--- src/rtl/keypad_pkg.sv ---
// Purpose: shared key map, scan/debounce state encodings, column drive patterns and frame classifier.
// Latency: none; types, constants and one combinational helper.
// Backpressure: not applicable.
package keypad_pkg;

    typedef enum logic [1:0] {COL0, COL1, COL2, COL3} scan_state_e;

    typedef enum logic [1:0] {RELEASED, PRESS_PEND, PRESSED, RELEASE_PEND} deb_state_e;

    typedef enum logic [1:0] {FC_NONE, FC_SINGLE, FC_MULTI} frame_class_e;

    typedef struct packed {
        frame_class_e cls;
        logic [3:0]   code;
    } frame_t;

    // Column drive indexed by scan state: exactly one column pulled low.
    localparam logic [3:0][3:0] COL_DRIVE = {4'b0111, 4'b1011, 4'b1101, 4'b1110};

    // Key code indexed by {row, col}; row 0 is the top row of the pad.
    localparam logic [15:0][3:0] KEY_MAP = {
        4'hD, 4'hE, 4'hF, 4'h0,
        4'hC, 4'h9, 4'h8, 4'h7,
        4'hB, 4'h6, 4'h5, 4'h4,
        4'hA, 4'h3, 4'h2, 4'h1
    };

    // Reduce a full frame of pressed-key flags to NONE / SINGLE(code) / MULTI.
    function automatic frame_t classify(input logic [15:0] hits);
        frame_t f;
        int     n;
        f.cls  = FC_NONE;
        f.code = 4'h0;
        n      = 0;
        for (int i = 0; i < 16; i++) begin
            if (hits[4'(i)]) begin
                n      = n + 1;
                f.code = KEY_MAP[4'(i)];
            end
        end
        if (n == 1) begin
            f.cls = FC_SINGLE;
        end else if (n > 1) begin
            f.cls = FC_MULTI;
        end
        return f;
    endfunction

endpackage

--- src/rtl/keypad_debounce.sv ---
// Purpose: frame-level press/release debounce, key history and (KEYPAD_AUTOREPEAT_EN) auto-repeat.
// Latency: outputs register on the cycle after the frame strobe.
// Backpressure: none; key_valid_o is a one-cycle pulse with no handshake.
module keypad_debounce
    import keypad_pkg::*;
#(
    parameter int DEBOUNCE_FRAMES = 4
`ifdef KEYPAD_AUTOREPEAT_EN
    ,
    parameter int REPEAT_FRAMES   = 250
`endif
) (
    input  logic         clk_i,
    input  logic         rst_n_i,
    input  logic         frame_vld_i,
    input  frame_class_e frame_cls_i,
    input  logic [3:0]   frame_code_i,
    output logic [3:0]   key_code_o,
    output logic         key_valid_o,
    output logic         key_held_o,
    output logic [7:0]   number_out_o
);

    localparam logic [3:0] DF = 4'(DEBOUNCE_FRAMES);

    deb_state_e st_q, st_d;
    logic [3:0] cnt_q, cnt_d, cnt_inc;
    logic [3:0] cand_q, cand_d;
    logic [3:0] code_q, code_d;
    logic       valid_q, valid_d;
    logic       held_q, held_d;
    logic [7:0] num_q, num_d;
    logic       accept;

`ifdef KEYPAD_AUTOREPEAT_EN
    localparam int             RW       = $clog2(REPEAT_FRAMES + 1);
    localparam logic [RW-1:0]  RPT_LAST = RW'(REPEAT_FRAMES);
    logic [RW-1:0] rpt_q, rpt_d;
`endif

    // State and output registers
    always_ff @(posedge clk_i or negedge rst_n_i) begin
        if (!rst_n_i) begin
            st_q    <= RELEASED;
            cnt_q   <= 4'd0;
            cand_q  <= 4'd0;
            code_q  <= 4'd0;
            valid_q <= 1'b0;
            held_q  <= 1'b0;
            num_q   <= 8'd0;
`ifdef KEYPAD_AUTOREPEAT_EN
            rpt_q   <= '0;
`endif
        end else begin
            st_q    <= st_d;
            cnt_q   <= cnt_d;
            cand_q  <= cand_d;
            code_q  <= code_d;
            valid_q <= valid_d;
            held_q  <= held_d;
            num_q   <= num_d;
`ifdef KEYPAD_AUTOREPEAT_EN
            rpt_q   <= rpt_d;
`endif
        end
    end

    // Next-state: advance debounce once per evaluated frame
    always_comb begin
        st_d    = st_q;
        cnt_d   = cnt_q;
        cand_d  = cand_q;
        code_d  = code_q;
        held_d  = held_q;
        num_d   = num_q;
        valid_d = 1'b0;
        accept  = 1'b0;
        cnt_inc = cnt_q + 4'd1;
`ifdef KEYPAD_AUTOREPEAT_EN
        rpt_d   = rpt_q;
`endif
        if (frame_vld_i) begin
            case (st_q)
                RELEASED: begin
                    if (frame_cls_i == FC_SINGLE) begin
                        cand_d = frame_code_i;
                        cnt_d  = 4'd1;
                        if (DF == 4'd1) accept = 1'b1;
                        else            st_d   = PRESS_PEND;
                    end
                end
                PRESS_PEND: begin
                    // A MULTI frame neither advances nor breaks the run.
                    if (frame_cls_i == FC_SINGLE && frame_code_i == cand_q) begin
                        cnt_d = cnt_inc;
                        if (cnt_inc >= DF) accept = 1'b1;
                    end else if (frame_cls_i != FC_MULTI) begin
                        st_d  = RELEASED;
                        cnt_d = 4'd0;
                    end
                end
                PRESSED: begin
                    if (frame_cls_i == FC_NONE) begin
                        if (DF == 4'd1) begin
                            st_d   = RELEASED;
                            held_d = 1'b0;
                            cnt_d  = 4'd0;
                        end else begin
                            st_d  = RELEASE_PEND;
                            cnt_d = 4'd1;
                        end
                    end else if (frame_cls_i == FC_SINGLE && frame_code_i != code_q) begin
                        st_d  = RELEASE_PEND;
                        cnt_d = 4'd0;
                    end
                end
                RELEASE_PEND: begin
                    // Only consecutive empty frames count towards a release.
                    if (frame_cls_i == FC_NONE) begin
                        cnt_d = cnt_inc;
                        if (cnt_inc >= DF) begin
                            st_d   = RELEASED;
                            held_d = 1'b0;
                            cnt_d  = 4'd0;
                        end
                    end else if (frame_cls_i == FC_SINGLE && frame_code_i == code_q) begin
                        st_d  = PRESSED;
                        cnt_d = 4'd0;
                    end else begin
                        cnt_d = 4'd0;
                    end
                end
                default: st_d = RELEASED;
            endcase
        end
        if (accept) begin
            st_d    = PRESSED;
            cnt_d   = 4'd0;
            code_d  = cand_d;
            valid_d = 1'b1;
            held_d  = 1'b1;
            num_d   = {num_q[3:0], cand_d};
        end
`ifdef KEYPAD_AUTOREPEAT_EN
        // Repeat timer runs while the key is held, including release-pending frames.
        if (frame_vld_i) begin
            if (accept) begin
                rpt_d = '0;
            end else if ((st_q == PRESSED || st_q == RELEASE_PEND) && st_d != RELEASED) begin
                if (rpt_q + RW'(1) == RPT_LAST) begin
                    rpt_d   = '0;
                    valid_d = 1'b1;
                    num_d   = {num_q[3:0], code_q};
                end else begin
                    rpt_d = rpt_q + RW'(1);
                end
            end
        end
`endif
    end

    // Outputs come straight from registers
    always_comb begin
        key_code_o   = code_q;
        key_valid_o  = valid_q;
        key_held_o   = held_q;
        number_out_o = num_q;
    end

endmodule

--- src/rtl/keypad_scanner.sv ---
// Purpose: 4x4 keypad column scanner, row synchronizer and frame classifier; optional auto-repeat via KEYPAD_AUTOREPEAT_EN.
// Latency: rows 2-cycle sync; key outputs update one cycle after the COL3 sample closing each 4*SCAN_CYCLES frame.
// Backpressure: none; free-running scan, key_valid_o is an unacknowledged pulse.
module keypad_scanner
    import keypad_pkg::*;
#(
    parameter int SCAN_CYCLES     = 100000,
    parameter int DEBOUNCE_FRAMES = 4,
    parameter int REPEAT_FRAMES   = 250
) (
    input  logic       clk_i,
    input  logic       rst_n_i,
    input  logic [3:0] row_i,
    output logic [3:0] col_o,
    output logic [3:0] key_code_o,
    output logic       key_valid_o,
    output logic       key_held_o,
    output logic [7:0] number_out_o
);

    localparam int            CW       = $clog2(SCAN_CYCLES);
    localparam logic [CW-1:0] CNT_LAST = CW'(SCAN_CYCLES - 1);

    if (SCAN_CYCLES < 4) begin : g_chk_scan
        $error("SCAN_CYCLES must be at least 4");
    end
    if (DEBOUNCE_FRAMES < 1 || DEBOUNCE_FRAMES > 15) begin : g_chk_deb
        $error("DEBOUNCE_FRAMES must be within 1..15");
    end
    if (REPEAT_FRAMES < 1) begin : g_chk_rpt
        $error("REPEAT_FRAMES must be at least 1");
    end

    logic [3:0]    row_s1_q, row_s2_q;
    scan_state_e   scan_st_q, scan_st_d;
    logic [CW-1:0] scan_cnt_q, scan_cnt_d;
    logic [15:0]   hits_q, hits_d;
    logic          sample;
    logic          frame_vld;
    frame_t        frame;

    // Two-flop synchronizer for the asynchronous, pulled-up rows
    always_ff @(posedge clk_i or negedge rst_n_i) begin
        if (!rst_n_i) begin
            row_s1_q <= 4'hF;
            row_s2_q <= 4'hF;
        end else begin
            row_s1_q <= row_i;
            row_s2_q <= row_s1_q;
        end
    end

    // Scan state, dwell counter and per-frame key flags
    always_ff @(posedge clk_i or negedge rst_n_i) begin
        if (!rst_n_i) begin
            scan_st_q  <= COL0;
            scan_cnt_q <= '0;
            hits_q     <= 16'h0000;
        end else begin
            scan_st_q  <= scan_st_d;
            scan_cnt_q <= scan_cnt_d;
            hits_q     <= hits_d;
        end
    end

    assign sample = (scan_cnt_q == CNT_LAST);

    // Next column after the dwell's final (sampling) cycle
    always_comb begin
        scan_st_d  = scan_st_q;
        scan_cnt_d = scan_cnt_q + CW'(1);
        if (sample) begin
            scan_cnt_d = '0;
            case (scan_st_q)
                COL0:    scan_st_d = COL1;
                COL1:    scan_st_d = COL2;
                COL2:    scan_st_d = COL3;
                COL3:    scan_st_d = COL0;
                default: scan_st_d = COL0;
            endcase
        end
    end

    // Capture the active column's rows; a low row means that key is down
    always_comb begin
        hits_d = hits_q;
        if (sample) begin
            for (int r = 0; r < 4; r++) begin
                hits_d[{2'(r), scan_st_q}] = ~row_s2_q[r];
            end
        end
    end

    // Column drive follows the scan state
    always_comb begin
        col_o = COL_DRIVE[scan_st_q];
    end

    // The COL3 sample closes the frame; hits_d already includes that column.
    assign frame_vld = sample && (scan_st_q == COL3);
    assign frame     = classify(hits_d);

    keypad_debounce #(
        .DEBOUNCE_FRAMES (DEBOUNCE_FRAMES)
`ifdef KEYPAD_AUTOREPEAT_EN
        ,
        .REPEAT_FRAMES   (REPEAT_FRAMES)
`endif
    ) u_debounce (
        .clk_i        (clk_i),
        .rst_n_i      (rst_n_i),
        .frame_vld_i  (frame_vld),
        .frame_cls_i  (frame.cls),
        .frame_code_i (frame.code),
        .key_code_o   (key_code_o),
        .key_valid_o  (key_valid_o),
        .key_held_o   (key_held_o),
        .number_out_o (number_out_o)
    );

endmodule

--- config.mk ---
export PLATFORM = sky130hd
export DESIGN_NAME = keypad_scanner
export DESIGN_NICKNAME = d
export VERILOG_FILES = /design/src/rtl/keypad_pkg.sv /design/src/rtl/keypad_debounce.sv /design/src/rtl/keypad_scanner.sv
export SDC_FILE = /design/constraint.sdc
export NUM_CORES = 1
export LEC_CHECK = 0
export BUFFER_PORTS_ARGS = -buffer_cell sky130_fd_sc_hd__buf_2
export CAP_MARGIN = 0
export CORE_AREA = 3 3 80 82
export DETAILED_ROUTE_END_ITERATION = 6
export DIE_AREA = 0 0 83 85
export GPL_ROUTABILITY_DRIVEN = 0
export PLACE_DENSITY_LB_ADDON = 0.12
export REMOVE_ABC_BUFFERS = 1
export SLEW_MARGIN = 0
export SYNTH_ARGS = -nofsm -noshare
export SYNTH_HDL_FRONTEND = slang
export SYNTH_SLANG_ARGS = --single-unit
--- constraint.sdc ---
create_clock -name clk_i -period 9.6 [get_ports clk_i]
set_input_delay 1.92 -clock clk_i [delete_from_list [all_inputs] [get_ports clk_i]]
set_output_delay 1.92 -clock clk_i [all_outputs]
set_load 0.03 [all_outputs]
Yosys cells after proc, flatten, opt, wreduce, memory -nomap -nowiden
Cells that the tools add are included.

cells by class
  muxes and demuxes = 69
  $lt $le $gt $ge = 11
  add/sub/neg operators = 9
  eq/ne operators = 20
  bitwise logic cells = 4
  reductions and logical operators = 18

operators with widths
  operator                                                            count
  adder 32 x 2 -> 32 bit (second input constant)                      7
  two-way mux 32 bit                                                  7
  two-way mux 4 bit                                                   19
  bitwise mux 16 bit                                                  4
  equality test 32 x 2 -> 1 bit (second input constant)               1
  > comparator 32 x 2 -> 1 bit (second input constant)                1
  two-way mux 2 bit                                                   13
  adder 17 x 1 -> 17 bit (second input constant)                      1
  equality test 17 bit (second input constant)                        1
  two-way mux 17 bit                                                  1
  two-way mux 1 bit                                                   16
  case mux 2 bit (4 select lines)                                     2
  case mux 4 bit (4 select lines)                                     1
  != test 4 x 1 -> 1 bit (second input constant)                      3
  < comparator 4 x 5 -> 1 bit (second input constant)                 2
  binary-select mux 4 bit (select 2 bit)                              1
  demux 1 bit (select 2 bit)                                          4
  equality test 2 bit (second input constant)                         4
  equality test 4 bit                                                 2
  greater-or-equal comparator 4 x 1 -> 1 bit (second input constant)  2
  logical AND 1 bit                                                   8
  two-way mux 8 bit                                                   1
  AND reduction 4 bit                                                 2
  nonzero test 2 bit                                                  4
  other kinds (16)                                                    24

storage, ports and cells
  input bits = 6
  flip-flop bits (word level) = 67
  output and inout bits = 18

Depth between registers and ports, before layout
Gate-level depths: netlist of run 1.

  depth in word-level cells = 34
  mapped depth = 33

Modules after synthesis
Synthesis of run 1 repeated with hierarchy kept, for this count alone.

second synthesis, totals
  cells, all modules = 311
  area total of the unflattened synthesis = 3268.1 um2

modules (own cells, without submodules)
  module           cells each  area each (um2)  seq. area each (um2)  times used
  keypad_scanner   221         2209.6           780.7                 1
  keypad_debounce  90          1058.5           500.5                 1

Least setup slack after synthesis of run 1
OpenSTA, ideal clock, no wires.

  kind = reg2reg
  start point = register scan_cnt_q[0]
  end point = register u_debounce.code_q[2], in the netlist u_debounce.key_code_o[2]
  buffers on the path = 3
  library setup time = 125 ps
  setup slack = 2632 ps
  period minus slack after synthesis = 6968 ps
  required time = 9475 ps
  stages on the path, launching flop included = 32
  data arrival time = 6844 ps
  cell sequence = dfrtp_1 ha_1 and4_1 buf_4 and4_1 buf_2 nand2_1 nand2_1 o21a_1 ha_1 or4_1 and3_1 clkbuf_1 ha_1 a21o_1 and3_1 ha_1 and3_1 a41o_1 ha_1 inv_1 a21oi_1 ha_1 o221ai_1 inv_1 ha_1 o21ai_0 o21ai_0 o41ai_2 nand4b_1 mux2_2 mux2_2

RTL lines
  element                       line                   source
  start, declared               keypad_scanner.sv:36   logic [CW-1:0] scan_cnt_q, scan_cnt_d;
  start signal, assigned        keypad_scanner.sv:61   scan_cnt_q <= scan_cnt_d;
  equality test 17 bit (*)      keypad_scanner.sv:66   assign sample = (scan_cnt_q == CNT_LAST);
  two-way mux 8 bit             keypad_scanner.sv:87   if (sample) begin
  two-way mux 1 bit             keypad_pkg.sv:36       if (hits[4'(i)]) begin
  adder 32 x 2 -> 32 bit        keypad_pkg.sv:37       n = n + 1;
  two-way mux 32 bit            keypad_pkg.sv:36
  adder 32 x 2 -> 32 bit        keypad_pkg.sv:37
  two-way mux 32 bit            keypad_pkg.sv:36
  adder 32 x 2 -> 32 bit        keypad_pkg.sv:37
  [9 not listed]                -
  > comparator 32 x 2 -> 1 bit  keypad_pkg.sv:43       end else if (n > 1) begin
  two-way mux 2 bit             keypad_pkg.sv:43
  two-way mux 2 bit             keypad_pkg.sv:41       if (n == 1) begin
  equality test 2 x 1 -> 1 bit  keypad_debounce.sv:85  if (frame_cls_i == FC_SINGLE) begin
  two-way mux 4 bit             keypad_debounce.sv:85
  two-way mux 4 bit             keypad_debounce.sv:83  case (st_q)
  two-way mux 4 bit (*)         keypad_debounce.sv:82  if (frame_vld_i) begin
  net u_debounce.cand_d[2]      keypad_debounce.sv:28  logic [3:0] cand_q, cand_d;
  end signal, assigned          keypad_debounce.sv:58  code_q <= code_d;
  end, declared                 keypad_debounce.sv:29  logic [3:0] code_q, code_d;

The timed path passes the listed nets; every way through them passes the cells marked *.
A chain may end at the register's enable or synchronous reset.

Worst setup path in the final report of run 1
  start point = register scan_cnt_q[0]
  end point = register u_debounce.num_q[6], in the netlist u_debounce.number_out_o[6]

on the way
  longest elaborated chain between the ends = 25

RTL lines
  element                       line                   source
  equality test 17 bit (*)      keypad_scanner.sv:66
  two-way mux 8 bit             keypad_scanner.sv:87
  two-way mux 1 bit             keypad_pkg.sv:36
  adder 32 x 2 -> 32 bit        keypad_pkg.sv:37
  two-way mux 32 bit            keypad_pkg.sv:36
  adder 32 x 2 -> 32 bit        keypad_pkg.sv:37
  two-way mux 32 bit            keypad_pkg.sv:36
  adder 32 x 2 -> 32 bit        keypad_pkg.sv:37
  [9 not listed]                -
  > comparator 32 x 2 -> 1 bit  keypad_pkg.sv:43
  two-way mux 2 bit             keypad_pkg.sv:43
  two-way mux 2 bit             keypad_pkg.sv:41
  equality test 2 x 1 -> 1 bit  keypad_debounce.sv:94  if (frame_cls_i == FC_SINGLE && frame_code_i == cand_q) begin
  logical AND 1 bit             keypad_debounce.sv:94
  two-way mux 1 bit             keypad_debounce.sv:94
  two-way mux 1 bit             keypad_debounce.sv:83
  two-way mux 1 bit (*)         keypad_debounce.sv:82
  end signal, assigned          keypad_debounce.sv:61  num_q <= num_d;
  end, declared                 keypad_debounce.sv:32  logic [7:0] num_q, num_d;

Mark *: on every way between the ends. The rest lies on a longest branch, timed or not.

==> reports/qor.txt, run 1 <==
CTS tree: done
CP max-delay cell: o41ai_2
# clock sinks: 51
FP Rows: 28
Async SR Flop Fraction: 100.0%
Crit path largest cell delay: 670 ps
Ports: 24
setup bufs post-CTS: 0
internal cell power: 0.2684 mW
worst r2r src: scan_cnt_q[0]$_DFF_PN0_
Final Skew: 6.801 ps
Fmax: 124.5 MHz
Antenna diodes: 0
Max H-tree Level: 2
CP Launch Type: register
ANT nets after route: 0
worst hold slack: 354.4 ps
Non-Filler Instances: 450
Slew Viols, Final: 0
TritonCTS Buffers: 5
die width: 83 um
most used cell along the critical path: ha_1
most frequent cells in the layout: dfrtp_1 (47), nand2_1 (26), inv_1 (21), buf_2 (21), nor2_1 (20)
cell count after synthesis: 364
worst r2r path cells: 31
setup violation total in the final timing report: 0
Layout Nets: 393
antenna violations before repair: 0
share of cells above drive strength 1: 17.07%
period utilization: 83.67%
final core occ: 62.59%
critical path type: reg2reg
DR pass1 iterations: 4
RSZ-0062 raised after global routing: no
largest net degree at the start of global routing: 52
Mean Syn Cell Area: 9.442 um2
pwr dens: 94.90 nW/um2
Max VDD drop: 0.09987 mV
Worst-Skew Late Latency: 300 ps
Hold Crit Depth: 0
via/cell ratio: 6.024
outcome: complete, no violations
FF+latch count, synth: 51
WL per Instance: 16.00 um
Worst-path clk slew: 90 ps
Resized Gates After CTS: 0
Gate power share: 1.7%
Period minus WS final: 8032 ps
Clock power frac: 35.3%
Flop pwr share: 63.1%
DRC viols: 0
DR iter-0 viols: 179
switching share of power: 22.31%
r2r setup slk: 1570 ps
hold buffer count at cts: 0
clock root cell: clkbuf_8
All-Layer GR Usage: 21.30%
post-synthesis sequential area ratio: 37.28%
HP Class: reg2reg
reg2reg end: u_debounce.number_out_o[6]$_DFFE_PN0N_
WHS Endpoint: row_s2_q[0]$_DFF_PN1_
first-pass GRT wire length: 12.52 mm
Pleak: 1.644 nW
Worst EP required: 9790 ps
core box area: 5816 um2
final hold vios: 0
dpl cells: 442
Worst Max-Slew Pin Slew: 869.2 ps
Vias: 2711
grt ovf: 0
DIE HEIGHT: 85 um
dpl hpwl: 5.329 mm
Psw: 0.07707 mW
commonest non-fill, non-tap cell in the layout: dfrtp_1
ys flop type: dfrtp_1
Setup crit start: scan_cnt_q[0]$_DFF_PN0_
critical path endpoint category: register
number of synthesized flops with an enable pin: 0
CP arrival: 8230 ps
Starting Density: 59.10%
vias in the first global route: 2555
min-delay src: row_s1_q[0]$_DFF_PN1_
IO Port Bufs: 21
Clock Tree Buf Depth: 2
Detailed Route WL: 7.199 mm
Post-Route Setup TNS: 0 ps
die footprint: 7055 um2
Yosys warning count: 0
Layout area overhead: 5.897%
Max Cap Viol: 0
Cell variety after synth: 66
Mapped Area: 3437 um2
critical-path maximum fanout: 10
slew margin rel.: 41.56%
cell usage after synthesis, types with 3 or more instances:
cell,instances,area [um2]
and2_1,6,37.54
and3_1,8,50.05
dfstp_2,4,105.1
o21ai_0,19,95.09
or4_1,3,22.52
and4_1,4,35.03
nand4b_1,4,35.03
o21bai_1,3,22.52
or3_1,3,18.77
o31ai_1,5,37.54
a21oi_1,14,70.07
xor2_1,14,122.6
nand4_1,9,56.30
clkbuf_1,10,37.54
o21a_1,4,30.03
nor3_1,11,55.05
dfrtp_1,47,1176
nor2_1,20,75.07
mux2i_1,3,30.03
buf_4,6,45.04
mux2_2,11,123.9
a31oi_1,4,25.02
nor4_1,7,43.79
ha_1,13,162.7
inv_1,21,78.83
nand2_1,26,97.59
nand3_1,15,75.07
xnor2_1,18,157.7
worst max-delay path: cells and delay by family, from the launching register on:
kind	cells	cell delay (ps)
compound gates	11	2720
fa+ha+maj	7	1830
buf+inv	3	240
flops	1	400
mux	1	410
simple gates	9	2310
logic make-up after synthesis:
logic type	Yosys count	synth area share (%)
AND/OR/NAND/NOR	134	22.93
AO/OA/AOI/OAI	71	13.91
flip-flops	51	37.28
buffers and inverters	44	5.534
XOR/XNOR	36	10.48
multiplexers	15	5.133
adder cells (fa/ha/maj)	13	4.733
sequential cells by signal, indices dropped and copies added (netlist names):
register	cells
u_debounce.cand_q	4
u_debounce.cnt_q	4
u_debounce.key_code_o	3
scan_st_q	2
row_s2_q	2
u_debounce.st_q	2
u_debounce.number_out_o	5
scan_cnt_q	17
hits_q	8
row_s1_q	2
u_debounce.key_held_o	1
u_debounce.key_valid_o	1
metal layers:
metal	up-vias	track usage, %	share of wire, %
met2	47	33.75	45
met3	6	2.524	3.2
met5	-	0	0
met4	0	5.349	1.1
li1	1326	-	-
met1	1332	31.32	50
how the worst max path moves through the flow:
stage | slack [ps] | to | cells after the start
4_1_cts | 1610 | u_debounce.number_out_o[6]$_DFFE_PN0N_ | 31
2_1_floorplan | 2670 | u_debounce.key_code_o[2]$_DFFE_PN0N_ | 27
3_5_place_dp | 1640 | u_debounce.number_out_o[6]$_DFFE_PN0N_ | 31
3_3_place_gp | 1810 | u_debounce.number_out_o[3]$_DFFE_PN0N_ | 30
5_1_grt | 940 | u_debounce.number_out_o[6]$_DFFE_PN0N_ | 31
6_report | 1570 | u_debounce.number_out_o[6]$_DFFE_PN0N_ | 31
cell type report:
class | count | area (um2)
clock buffer | 5 | 68.82
clock inverter | 3 | 20.02
fill | 519 | 2176
inverter | 24 | 90.09
multi-input combinational | 269 | 1966
sequential | 51 | 1281
tap | 75 | 93.84
timing repair buffer | 23 | 120.1
per-stage QoR:
| step | setup WS, ps | cell area, um2 | power [mW] |
|---|---|---|---|
| 3_5_place_dp | 1639 | 3551 | 0.2283 |
| 6_report | 1568 | 3640 | 0.3454 |
| 4_1_cts | 1605 | 3640 | 0.3507 |
| 5_1_grt | 937.6 | 3640 | 0.3588 |
| 2_1_floorplan | 2671 | 3337 | 0.2225 |
| 3_3_place_gp | 1805 | 3551 | 0.2282 |
power groups by stage:
stage	clock [mW]	sequential [mW]	combinational [mW]
finish	0.122	0.218	0.00584
global route	0.134	0.218	0.00692
CTS	0.127	0.218	0.00634
detailed placement	0	0.222	0.00632
global placement	0	0.222	0.00629
floorplan	0	0.222	0.000952
Power figures use the tool's default switching activity.
==> run 2: changes to the inputs <==
- ABC_AREA: not set -> 1
- CORE_AREA: 3 3 80 82 -> 3 3 81 83
- DIE_AREA: 0 0 83 85 -> 0 0 84 86
- clock period: 9.6 -> 8.4 ns (I/O delays scaled with it)
==> run 2 against run 1 <==
Cell area grew 6.0%. Critical path depth grew 4. Flip-flop and latch count is the same. Register-to-register slack gained 980 ps. Die area grew 2.4%. Power grew 19%. Routed wire length shrank 2.8%. First-iteration DRC count shrank 25%. Critical path type unchanged. Largest power group unchanged.
==> reports/qor.txt, run 2 <==
DRC viols: 0 (unchanged)
dpl cells: 603 (+36%)
Seq. cell area: 1281 um2 (unchanged)
period utilization: 69.67% (-14 points)
clock root cell: clkbuf_8
area of the multi-input gates: 1862 um2 (-5.3%)
area leader, netlist: dfrtp_1
Overall Power: 0.4111 mW (+19%)
Ports: 24 (unchanged)
core box area: 5921 um2 (+1.8%)
Clock power frac: 38.2% (+2.9 points)
Yosys top cell area share: 32.65% (-1.6 points)
CP Launch Type: register
outcome: complete, no violations
Finished Cell Area: 3859 um2 (+6.0%)
critical path endpoint category: register
pwr dens: 106.5 nW/um2 (+12%)
Non-Filler Instances: 611 (+36%)
setup violation total in the final timing report: 0 (unchanged)
IO Port Bufs: 21 (unchanged)
critical-path maximum fanout: 20 (+10)
Worst EP required: 8650 ps (-1140 ps)
Slew Viols, Final: 0 (unchanged)
Async SR Flop Fraction: 100.0% (unchanged)
switching share of power: 21.38% (-0.93 points)
Gate power share: 1.5% (-0.2 points)
ANT nets after route: 0 (unchanged)
DR iter-0 viols: 135 (-25%)
Mean Syn Cell Area: 7.022 um2 (-26%)
Vias: 3123 (+15%)
via/cell ratio: 5.111 (-15%)
Flop pwr share: 60.3% (-2.8 points)
Crit path largest cell delay: 380 ps (-290 ps)
max reg flops: 17 (unchanged)
most frequent cells in the layout: nand2_1 (123), inv_1 (94), nor2_1 (53)
hold buffer count at cts: 0 (unchanged)
Synth area leaders: dfrtp_1 (33%), nand2_1 (13%), inv_1 (9.8%), nand3_1 (6.0%), nor2_1 (5.5%)
Worst-Skew Late Latency: 300 ps (about the same)
ys flop type: dfrtp_1
DIE HEIGHT: 86 um (+1.2%)
post-synthesis sequential area ratio: 35.57% (-1.7 points)
CP max-delay cell: dfrtp_1
cell count after synthesis: 513 (+41%)
final hold vios: 0 (unchanged)
TritonCTS Buffers: 5 (unchanged)
Psw: 0.08791 mW (+14%)
Worst Max-Slew Pin Slew: 642.5 ps (-226.6 ps)
die footprint: 7224 um2 (+2.4%)
All-Layer GR Usage: 21.15% (-0.15 points)
Worst-path clk slew: 100 ps (about the same)
internal cell power: 0.3232 mW (+20%)
area of placed instances: 3755 um2 (+5.7%)
Max VDD drop: 0.08463 mV (-15%)
DR pass1 iterations: 4 (unchanged)
Detailed Route WL: 6.998 mm (-2.8%)
CP arrival: 6100 ps (-2130 ps)
# fillers: 556 (+7.1%)
CTS tree: done
commonest non-fill, non-tap cell in the layout: nand2_1
final core occ: 65.17% (+2.6 points)
pre-CTS setup slack: 2538 ps (+898.8 ps)
FP Rows: 28 (unchanged)
Clock Tree Buf Depth: 2 (unchanged)
most used cell along the critical path: nand2_1
Post-synth top cells: nand2_1 (123), inv_1 (94), nor2_1 (53)
Mapped Area: 3602 um2 (+4.8%)
vias in the first global route: 3030 (+19%)
Layout Nets: 554 (+41%)
worst hold slack: 360.9 ps (+6.571 ps)
HP Class: reg2reg
share of cells above drive strength 1: 16.60% (-0.46 points)
antenna violations before repair: 0 (unchanged)
# clock sinks: 51 (unchanged)
final worst slack: 2548 ps (+979.9 ps)
Layout area overhead: 7.120%
Max H-tree Level: 2 (unchanged)
setup bufs post-CTS: 0 (unchanged)
Period minus WS final: 5852 ps (-2180 ps)
Pleak: 2.198 nW (+34%)
critical path type: reg2reg
CP delay by family, top: simple AND/OR/NAND/NOR gates
dpl hpwl: 5.512 mm (+3.4%)
largest net degree at the start of global routing: 52 (unchanged)
die width: 84 um (+1.2%)
most frequent cell after synthesis: nand2_1
grt ovf: 0 (unchanged)
Fmax: 170.9 MHz (+37%)
most flop-heavy register: scan_cnt_q
FF+latch count, synth: 51 (unchanged)
Post-Route Setup TNS: 0 ps (unchanged)
first-pass GRT wire length: 12.81 mm (+2.3%)
Final Skew: 9.715 ps (+2.914 ps)
slew margin rel.: 57.17% (+16 points)
Starting Density: 60.84% (+1.7 points)
Yosys warning count: 0 (unchanged)
number of synthesized flops with an enable pin: 0 (unchanged)
Antenna diodes: 0 (unchanged)
critical path buffer and inverter count: 3 (unchanged)
Cell variety after synth: 40 (-39%)
Max Cap Viol: 0 (unchanged)
Resized Gates After CTS: 0 (unchanged)
WL per Instance: 11.45 um (-28%)
RSZ-0062 raised after global routing: no
run 2: cell type report:
class	instances	share of cell area, %
tap	75	2.432
multi-input combinational	347	48.25
timing repair buffer	22	2.918
clock buffer	7	2.497
clock inverter	1	0.1946
inverter	108	10.51
sequential	51	33.20
run 2: worst paths after layout:
| path | slack [ps] | cells after the start | from | endpoint |
|---|---|---|---|---|
| hold reg to reg | 360 | 0 | row_s1_q[1]$_DFF_PN1_ | row_s2_q[1]$_DFF_PN1_ |
| min in group asynchronous | 1480 | 2 | rst_n_i | scan_cnt_q[8]$_DFF_PN0_ |
| setup reg to reg | 2550 | 35 | scan_cnt_q[0]$_DFF_PN0_ | u_debounce.st_q[1]$_DFFE_PN0P_ |
| max in group asynchronous | 6480 | 2 | rst_n_i | u_debounce.number_out_o[5]$_DFFE_PN0N_ |
| hold / removal | 360 | 0 | row_s1_q[1]$_DFF_PN1_ | row_s2_q[1]$_DFF_PN1_ |
| setup / recovery | 2550 | 35 | scan_cnt_q[0]$_DFF_PN0_ | u_debounce.st_q[1]$_DFFE_PN0P_ |
run 2: layer usage:
metal	wire [um]	vias up	global-route usage (%)
met5	0	-	0
met4	93	0	5.409
met3	316	10	3.554
met2	3306	63	36.30
met1	3281	1424	27.94
li1	-	1626	-
run 2: power groups by stage:
stage               logic (mW)  clock network [mW]  registers, mW
floorplan             0.000489                   0          0.252
global placement       0.00642                   0          0.253
detailed placement     0.00652                   0          0.253
CTS                    0.00654               0.162          0.248
global route           0.00741               0.172          0.248
finish                 0.00611               0.157          0.248
run 2: kinds of logic (layout without fill, tap and decap cells):
kind of cell	count (synthesis)	count (layout)	share of synthesized area, %
buf+inv	115	138	12.75
mux	1	1	0.2779
xor+xnor	8	8	1.945
fa+ha+maj	13	13	4.516
flops	51	51	35.57
simple gates	276	276	37.17
compound gates	49	49	7.780
==> run 3: changes to the inputs <==
- CORE_AREA: 3 3 81 83 -> 3 3 85 87
- DIE_AREA: 0 0 84 86 -> 0 0 88 90
- clock period: 8.4 -> 4.8 ns (I/O delays scaled with it)
==> run 3 against run 2 <==
The run now ends with setup timing left. Non-clock buffer count grew 72. Die area grew 9.6%. Register-to-register slack lost 2800 ps. Highest routed layer unchanged.
==> reports/qor.txt, run 3 (synthesized netlist as in run 2, its figures left out) <==
ANT nets after route: 0 (unchanged)
area of the multi-input gates: 2171 um2 (+17%)
critical path buffer and inverter count: 4 (+1)
Period minus WS final: 5023 ps (-829.7 ps)
r2r setup slk: -220 ps (-2770 ps)
first-pass GRT wire length: 14.30 mm (+12%)
reg2reg end: u_debounce.st_q[1]$_DFFE_PN0P_
dpl hpwl: 5.984 mm (+8.6%)
Non-Filler Instances: 685 (+12%)
Fmax: 199.1 MHz (+17%)
pre-CTS setup slack: -617.4 ps (-3155 ps)
Max Cap Viol: 0 (unchanged)
commonest non-fill, non-tap cell in the layout: nand2_1
RSZ-0062 raised after global routing: yes
outcome: complete, but fails checks
Overall Power: 0.6927 mW (+68%)
via/cell ratio: 4.962 (-2.9%)
DIE HEIGHT: 90 um (+4.7%)
Worst Max-Slew Pin Slew: 657.8 ps (+15.26 ps)
grt ovf: 0 (unchanged)
dpl cells: 668 (+11%)
final core occ: 73.50% (+8.3 points)
CP Launch Type: register
final worst slack: -222.6 ps (-2770 ps)
# clock sinks: 51 (unchanged)
Vias: 3399 (+8.8%)
Worst EP required: 5000 ps (-3650 ps)
most flop-heavy register: scan_cnt_q
WHS Endpoint: row_s2_q[1]$_DFF_PN1_
Final Skew: 14.42 ps (+4.707 ps)
max reg flops: 17 (unchanged)
DR iter-0 viols: 127 (-5.9%)
Post-Route Setup TNS: -3223 ps (-3223 ps)
Worst-Skew Late Latency: 310 ps (about the same)
clock root cell: clkbuf_8
worst hold slack: 358.9 ps (-2.044 ps)
antenna violations before repair: 0 (unchanged)
Antenna diodes: 0 (unchanged)
Crit path largest cell delay: 370 ps (about the same)
area of placed instances: 4243 um2 (+13%)
final hold vios: 0 (unchanged)
vias in the first global route: 3332 (+10%)
Layout area overhead: 31.05%
period utilization: 104.6% (+35 points)
Ports: 24 (unchanged)
Seq. cell area: 1281 um2 (unchanged)
CP arrival: 5220 ps (-880 ps)
core box area: 6422 um2 (+8.5%)
CP delay by family, top: simple AND/OR/NAND/NOR gates
DRC viols: 0 (unchanged)
worst r2r path cells: 37 (+5.7%)
Max VDD drop: 0.1201 mV (+42%)
die width: 88 um (+4.8%)
Max H-tree Level: 2 (unchanged)
CP max-delay cell: dfrtp_1
CTS tree: done
All-Layer GR Usage: 21.88% (+0.73 points)
Finished Cell Area: 4721 um2 (+22%)
die footprint: 7920 um2 (+9.6%)
critical-path maximum fanout: 5 (-75%)
share of cells above drive strength 1: 36.18% (+20 points)
min-delay src: row_s1_q[1]$_DFF_PN1_
WL per Instance: 11.95 um (+4.4%)
setup violation total in the final timing report: 19 (+19)
most frequent cells in the layout: nand2_1 (97), inv_1 (89), buf_4 (69)
FP Rows: 29 (+3.6%)
Clock Tree Buf Depth: 2 (unchanged)
critical path type: reg2reg
Hold Crit Depth: 0 (unchanged)
Detailed Route WL: 8.189 mm (+17%)
pwr dens: 146.7 nW/um2 (+38%)
# fillers: 504 (-9.4%)
Slew Viols, Final: 0 (unchanged)
DR pass1 iterations: 4 (unchanged)
critical path endpoint category: register
IO Port Bufs: 21 (unchanged)
largest net degree at the start of global routing: 52 (unchanged)
Starting Density: 56.09% (-4.8 points)
most used cell along the critical path: nand2_2
slew margin rel.: 56.15% (-1.0 points)
Setup crit start: scan_cnt_q[0]$_DFF_PN0_
Pleak: 2.588 nW (+18%)
Worst-path clk slew: 100 ps (about the same)
failing checks: setup timing
Layout Nets: 626 (+13%)
TritonCTS Buffers: 5 (unchanged)
worst r2r src: scan_cnt_q[0]$_DFF_PN0_
HP Class: reg2reg
## run 3: changes by cell type in the layout (fill, tap and decap cells not counted), sizes merged
cell / previous run / this run
buf: 22 / 94
clkbuf: 7 / 6
clkinv: 3 / 4
## run 3: cell type report
| type | instances | area share (%) |
|---|---|---|
| multi-input combinational | 347 | 45.98 |
| sequential | 51 | 27.14 |
| timing repair buffer | 94 | 14.34 |
| inverter | 108 | 8.693 |
| tap | 77 | 2.041 |
| clock buffer | 6 | 1.537 |
| clock inverter | 2 | 0.2650 |
## run 3: power by group
| group | switching (mW) | total, mW | internal, mW |
|---|---|---|---|
| registers | 0.00132 | 0.434 | 0.432 |
| clock network | 0.145 | 0.247 | 0.102 |
| logic | 0.00943 | 0.0117 | 0.00231 |
## run 3: worst max path at each step
| stage | end | slack (ps) | cells after the start |
|---|---|---|---|
| 5_1_grt | u_debounce.cnt_q[1]$_DFFE_PN0P_ | -590 | 35 |
| 6_report | u_debounce.st_q[1]$_DFFE_PN0P_ | -220 | 37 |
| 3_3_place_gp | u_debounce.st_q[1]$_DFFE_PN0P_ | -480 | 36 |
| 4_1_cts | u_debounce.st_q[1]$_DFFE_PN0P_ | -200 | 38 |
| 3_5_place_dp | u_debounce.st_q[0]$_DFFE_PN0P_ | -620 | 38 |
| 2_1_floorplan | u_debounce.cnt_q[1]$_DFFE_PN0P_ | -510 | 35 |
## run 3: timing repair
item | CTS | global route
resized for setup | 53 | 30
setup endpoints to repair | 20 | 20
hold endpoints to repair | 0 | 0
buffers inserted | 6 | 3
pin swaps | 32 | 30
hold buffers | 0 | 0
## run 3: routing by layer
metal | GRT usage, % | vias to the layer above | routed length [um]
met5 | 0 | - | 0
met4 | 6.522 | 0 | 133
met3 | 2.925 | 14 | 203
met2 | 37.00 | 49 | 4089
met1 | 28.67 | 1562 | 3763
li1 | - | 1774 | -
